===== src/rtl/bram_arbiter.sv =====
// bram_arbiter: shares one block-RAM port between instruction fetch (read-only)
// and data load/store. Grants combinationally, registers the RAM command,
// tags reads so returned words go back to their owner, and bounds fetch
// starvation with a wait counter (fixed priority) or alternates (round-robin).
module bram_arbiter #(
    parameter int unsigned PRIO_DATA = 1,
    parameter int unsigned MAX_WAIT  = 4,
    localparam int unsigned AW = 13,
    localparam int unsigned DW = 32,
    localparam int unsigned MW = 4,
    localparam int unsigned CW = 4
) (
    input  logic          clk,
    input  logic          rst,
    // fetch port
    input  logic          i_req,
    input  logic [AW-1:0] i_addr,
    output logic          i_ack,
    output logic          i_rvalid,
    output logic [DW-1:0] i_rdata,
    // data port
    input  logic          d_req,
    input  logic          d_we,
    input  logic [AW-1:0] d_addr,
    input  logic [DW-1:0] d_wdata,
    input  logic [MW-1:0] d_wmask,
    output logic          d_ack,
    output logic          d_rvalid,
    output logic [DW-1:0] d_rdata,
    // RAM port
    output logic          m_ren,
    output logic [AW-1:0] m_addr,
    output logic          m_wen,
    output logic [DW-1:0] m_wdata,
    output logic [MW-1:0] m_wr_mask,
    input  logic [DW-1:0] m_rdata,
    input  logic          m_rd_valid
);

    localparam logic OWN_FETCH = 1'b0;
    localparam logic OWN_DATA  = 1'b1;

    logic          w_grant_i;
    logic          w_grant_d;
    logic          w_rd_issue;

    logic [CW-1:0] r_wait_cnt;
    logic          r_last_owner;

    logic          r_ren;
    logic          r_wen;
    logic [AW-1:0] r_addr;
    logic [DW-1:0] r_wdata;
    logic [MW-1:0] r_wr_mask;

    logic [1:0]    r_tag_v;
    logic [1:0]    r_tag_own;

    // Pick at most one winner this cycle; nothing is granted while in reset
    always_comb begin
        w_grant_i = 1'b0;
        w_grant_d = 1'b0;
        if (!rst) begin
            if (i_req && d_req) begin
                if (PRIO_DATA != 0) begin
                    if (r_wait_cnt == CW'(MAX_WAIT)) begin
                        w_grant_i = 1'b1;
                    end else begin
                        w_grant_d = 1'b1;
                    end
                end else begin
                    if (r_last_owner == OWN_FETCH) begin
                        w_grant_d = 1'b1;
                    end else begin
                        w_grant_i = 1'b1;
                    end
                end
            end else begin
                w_grant_i = i_req;
                w_grant_d = d_req;
            end
        end
    end

    assign w_rd_issue = w_grant_i | (w_grant_d & ~d_we);

    // Count consecutive cycles a pending fetch has lost, saturating at MAX_WAIT
    always_ff @(posedge clk) begin
        if (rst) begin
            r_wait_cnt <= '0;
        end else if (!i_req || w_grant_i) begin
            r_wait_cnt <= '0;
        end else if (r_wait_cnt != CW'(MAX_WAIT)) begin
            r_wait_cnt <= r_wait_cnt + CW'(1);
        end
    end

    // Remember the last granted port for round-robin tie breaking
    always_ff @(posedge clk) begin
        if (rst) begin
            r_last_owner <= OWN_FETCH;
        end else if (w_grant_i) begin
            r_last_owner <= OWN_FETCH;
        end else if (w_grant_d) begin
            r_last_owner <= OWN_DATA;
        end
    end

    // Register the winner's command; address/data/mask hold when idle
    always_ff @(posedge clk) begin
        if (rst) begin
            r_ren     <= 1'b0;
            r_wen     <= 1'b0;
            r_addr    <= '0;
            r_wdata   <= '0;
            r_wr_mask <= '0;
        end else begin
            r_ren <= 1'b0;
            r_wen <= 1'b0;
            if (w_grant_i) begin
                r_ren     <= 1'b1;
                r_addr    <= i_addr;
                r_wr_mask <= '0;
            end else if (w_grant_d) begin
                r_addr <= d_addr;
                if (d_we) begin
                    r_wen     <= 1'b1;
                    r_wdata   <= d_wdata;
                    r_wr_mask <= d_wmask;
                end else begin
                    r_ren <= 1'b1;
                end
            end
        end
    end

    // Two-stage read tag aligned with the RAM's registered read data
    always_ff @(posedge clk) begin
        if (rst) begin
            r_tag_v   <= '0;
            r_tag_own <= '0;
        end else begin
            r_tag_v   <= {r_tag_v[0], w_rd_issue};
            r_tag_own <= {r_tag_own[0], (w_grant_d ? OWN_DATA : OWN_FETCH)};
        end
    end

    assign i_ack     = w_grant_i;
    assign d_ack     = w_grant_d;

    assign m_ren     = r_ren;
    assign m_wen     = r_wen;
    assign m_addr    = r_addr;
    assign m_wdata   = r_wdata;
    assign m_wr_mask = r_wr_mask;

    assign i_rvalid  = ~rst & m_rd_valid & r_tag_v[1] & (r_tag_own[1] == OWN_FETCH);
    assign d_rvalid  = ~rst & m_rd_valid & r_tag_v[1] & (r_tag_own[1] == OWN_DATA);
    assign i_rdata   = m_rdata;
    assign d_rdata   = m_rdata;

endmodule


===== config.mk =====
export PLATFORM = sky130hd
export DESIGN_NAME = bram_arbiter
export DESIGN_NICKNAME = d
export VERILOG_FILES = /design/src/rtl/bram_arbiter.sv
export SDC_FILE = /design/constraint.sdc
export NUM_CORES = 1
export LEC_CHECK = 0
export CORE_MARGIN = 10
export CORE_UTILIZATION = 35
export CTS_CLUSTER_SIZE = 16
export DETAILED_ROUTE_END_ITERATION = 16
export GPL_TIMING_DRIVEN = 0
export PLACE_DENSITY = 0.84
export SLEW_MARGIN = 20
export SYNTH_ARGS = -nofsm -noshare
export SYNTH_HDL_FRONTEND = slang
export SYNTH_SLANG_ARGS = --single-unit

===== constraint.sdc =====
create_clock -name clk -period 2.7 [get_ports clk]
set_input_delay 0.675 -clock clk [delete_from_list [all_inputs] [get_ports clk]]
set_output_delay 0.675 -clock clk [all_outputs]
set_load 0.05 [all_outputs]

==> impl_metrics.json <==
{
  "multiInputGateArea_sq_um": 1140,
  "placed_area_sq_um": 4900,
  "max_freq_mhz": 386,
  "wl_met2_mm": 5.48,
  "postLayoutSetupSlackWorst_ns": 0.107,
  "wl_met1_mm": 3.76,
  "async_reset_ff_share_pct": 0,
  "synth_nets": 424,
  "grt_pass1_wl_mm": 16.4,
  "crit_family": "buffers and inverters",
  "holdWs_ns": 0.447,
  "clkTransAtPathRegs_ns": 0.06,
  "synth_sequential_area_ratio_pct": 40.1,
  "hold_path_class": "reg2reg",
  "power.share.clock_pct": 27.5,
  "drive_gt1_share_pct": 21.9,
  "worstPathRequired_ns": 2.03,
  "finalHoldViolCount": 0,
  "synth_top_area_share_pct": 40.1,
  "tritoncts": "built",
  "regToRegSetupSlack_ns": 1.03,
  "vias_per_cell": 4.57,
  "cts.htree.levels": 3,
  "stdcell_count": 631,
  "cts_hold_buf": 0,
  "die_w_microns": 111,
  "dp_hpwl_mm": 8.64,
  "power.density_nw_per_um2": 478,
  "rows": 33,
  "status": "complete, no violations",
  "gp_congestion": 0.771,
  "synth_cell_type_count": 33,
  "rsz0062_at_grt": "yes",
  "nFillCells": 697,
  "synth_top_flop_cell": "dfxtp_1",
  "crit_type": "in2out",
  "final_cell_area_sq_um": 5080,
  "path_buf_inv": 2,
  "routed_wl_mm": 10.4,
  "synthTopCellsByArea": "dfxtp_1, buf_4, nand2b_1, nand3_1, o21ai_0",
  "internal_power_uw": 1610,
  "clkSinkCount": 58,
  "switching_power_uw": 816,
  "syn_area_sq_um": 2900,
  "grt_overflow": 0,
  "vias": 2885,
  "worst_ep_arrival_time_ns": 1.92,
  "leakagePower_uw": 0.00201,
  "pre_cts_ws_ns": -0.754,
  "core-area_sq_um": 8130,
  "fin_nets": 623,
  "avgSynthCellArea_sq_um": 9.00,
  "grt_pass1_vias": 2982,
  "drv_cap": 0,
  "switching_share_pct": 33.6,
  "track_usage_pct": 16.0,
  "clkLatencyLatePin_ns": 0.32,
  "synth-edff-count": 0,
  "comb_power_share_pct": 34.3,
  "design.die.area_sq_um": 12300,
  "regArea_sq_um": 1160,
  "place_inst": 613,
  "routedWlPerCell_microns": 16.5,
  "grt_max_degree": 11,
  "crit_fanout": 5,
  "crit_chain": "clkdlybuf4s50_1 -> nor2b_1 -> a21boi_4 -> buf_4",
  "root_buffer": "clkbuf_8",
  "start_kind": "input pin",
  "drt_first_iter_violations": 128,
  "cts-buffers-inserted": 9,
  "ir_drop_mv": 0.230,
  "highest_layer": "met4",
  "clk_path_buf_depth": 2,
  "drtAntennaViolNets": 0,
  "skew_ns": 0.00511,
  "tns_ns": 0,
  "met3WireLength_mm": 1.00,
  "dr.pass1.iters": 4,
  "yosysTopAreaCell": "dfxtp_1",
  "seqPwrFrac_pct": 38.3,
  "cp-end-kind": "output pin",
  "worst_pin_slew_ns": 0.552,
  "yosys_warnings": 0,
  "slew_headroom_pct": 63.1,
  "slowest_stage": "clkdlybuf4s50_1",
  "drc": 0,
  "period_share_pct": 96.1,
  "portBuffers": 186,
  "min_period_ns": 2.59,
  "finalMaxSlewViolations": 0,
  "initial_core_util_pct": 35.6,
  "die_h_microns": 111,
  "finalSetupViolations": 0,
  "synthCells": 322,
  "n_antenna_cell": 0,
  "io_pins": 219,
  "antenna_found_initial": 0,
  "slowest_delay_ns": 0.55,
  "synthToLayoutAreaGrowth_pct": 75.3,
  "synth.ff_latch_count": 58
}
==> sequential cells by signal, indices dropped and copies added, names as in the netlist <==
name        count
r_tag_own       2
r_wait_cnt      4
m_addr         13
m_wr_mask       4
m_wdata        32
m_wen           1
r_tag_v         2
==> path summary, 6_finish.rpt <==
path                                            startpoint                        to  cells after the start
worst max-delay path                                 i_req                     i_ack                      4
worst min-delay path               r_tag_own[0]$_SDFF_PP0_   r_tag_own[1]$_SDFF_PP0_                      1
worst max register to register  r_wait_cnt[0]$_SDFFE_PP0P_  m_wdata[30]$_SDFFE_PP0P_                      8
worst min register to register     r_tag_own[0]$_SDFF_PP0_   r_tag_own[1]$_SDFF_PP0_                      1
==> cells in the final DEF, fill, tap and decap left out, drive strengths merged <==
master	count
clkdlybuf4s50	180
buf	87
dfxtp	58
nand3	38
o21ai	36
nand2b	33
clkbuf	17
a21oi	14
mux2i	10
a211oi	10
and2	6
nor2	5
inv	4
nor2b	4
nand3b	3
a221o	3
clkinv	3
ha	2
nor3	2
a21boi	1
nand4b	1
nand2	1
nor3b	1
and4b	1
and3b	1
a21o	1
xnor2	1
xor2	1
dlymetal6s2s	1
clkdlybuf4s15	1
==> area by class of cell <==
class,count,area share (%)
clock buffers,13,2.93
inverters,4,0.296
repair buffers,188,36.8
multi-input cells,175,22.4
flip-flops and latches,58,22.9
clock inverters,3,0.296
plain buffers,85,11.8
well taps,105,2.59
==> power by group through the flow <==
stage | clock network [uW] | registers, uW | logic [uW]
6_report | 666 | 928 | 832
3_3_place_gp | 0 | 944 | 830
5_1_grt | 730 | 933 | 870
2_1_floorplan | 0 | 1100 | 367
4_1_cts | 688 | 928 | 840
3_5_place_dp | 0 | 946 | 839
==> synth_stat cells, types with 2 or more instances <==
cell	number
a211oi_2	9
a21oi_1	14
a221o_1	3
and2_1	6
buf_2	14
buf_4	66
buf_6	2
clkbuf_1	2
dfxtp_1	58
ha_1	2
inv_1	4
mux2i_1	10
nand2b_1	33
nand3_1	38
nand3b_1	3
nor2_1	4
nor2b_1	3
nor3_1	2
o21ai_0	26
o21ai_1	10
==> cell families (layout without fill, tap and decap cells) <==
logic type               Yosys count  count (layout)  share of synthesized area [%]
multiplexers                      10              10                           3.46
AO/OA/AOI/OAI                     65              65                           14.5
XOR/XNOR                           2               2                          0.605
flip-flops                        58              58                           40.1
adder cells (fa/ha/maj)            2               2                          0.864
AND/OR/NAND/NOR                   96              96                           19.3
buffers and inverters             89             293                           21.2
==> layer usage <==
metal / up-vias / GRT usage [%]
li1: 1424 / -
met1: 1330 / 16.3
met2: 118 / 29.0
met3: 13 / 6.76
met4: 0 / 4.60
met5: - / 0
==> timing repair <==
action / CTS / global route
endpoints found under the setup margin: 4 / 4
buffers inserted: 0 / 2
resized for setup: 20 / 8
pin swaps: 0 / 1
==> per-stage QoR <==
stage | utilization (%) | power (uW)
2_1_floorplan | - | 1460
3_3_place_gp | 60.2 | 1770
3_5_place_dp | 60.2 | 1790
4_1_cts | 62.2 | 2460
5_1_grt | 62.4 | 2530
6_report | 62.4 | 2430
Note: power is estimated with default switching activity, not from simulation.
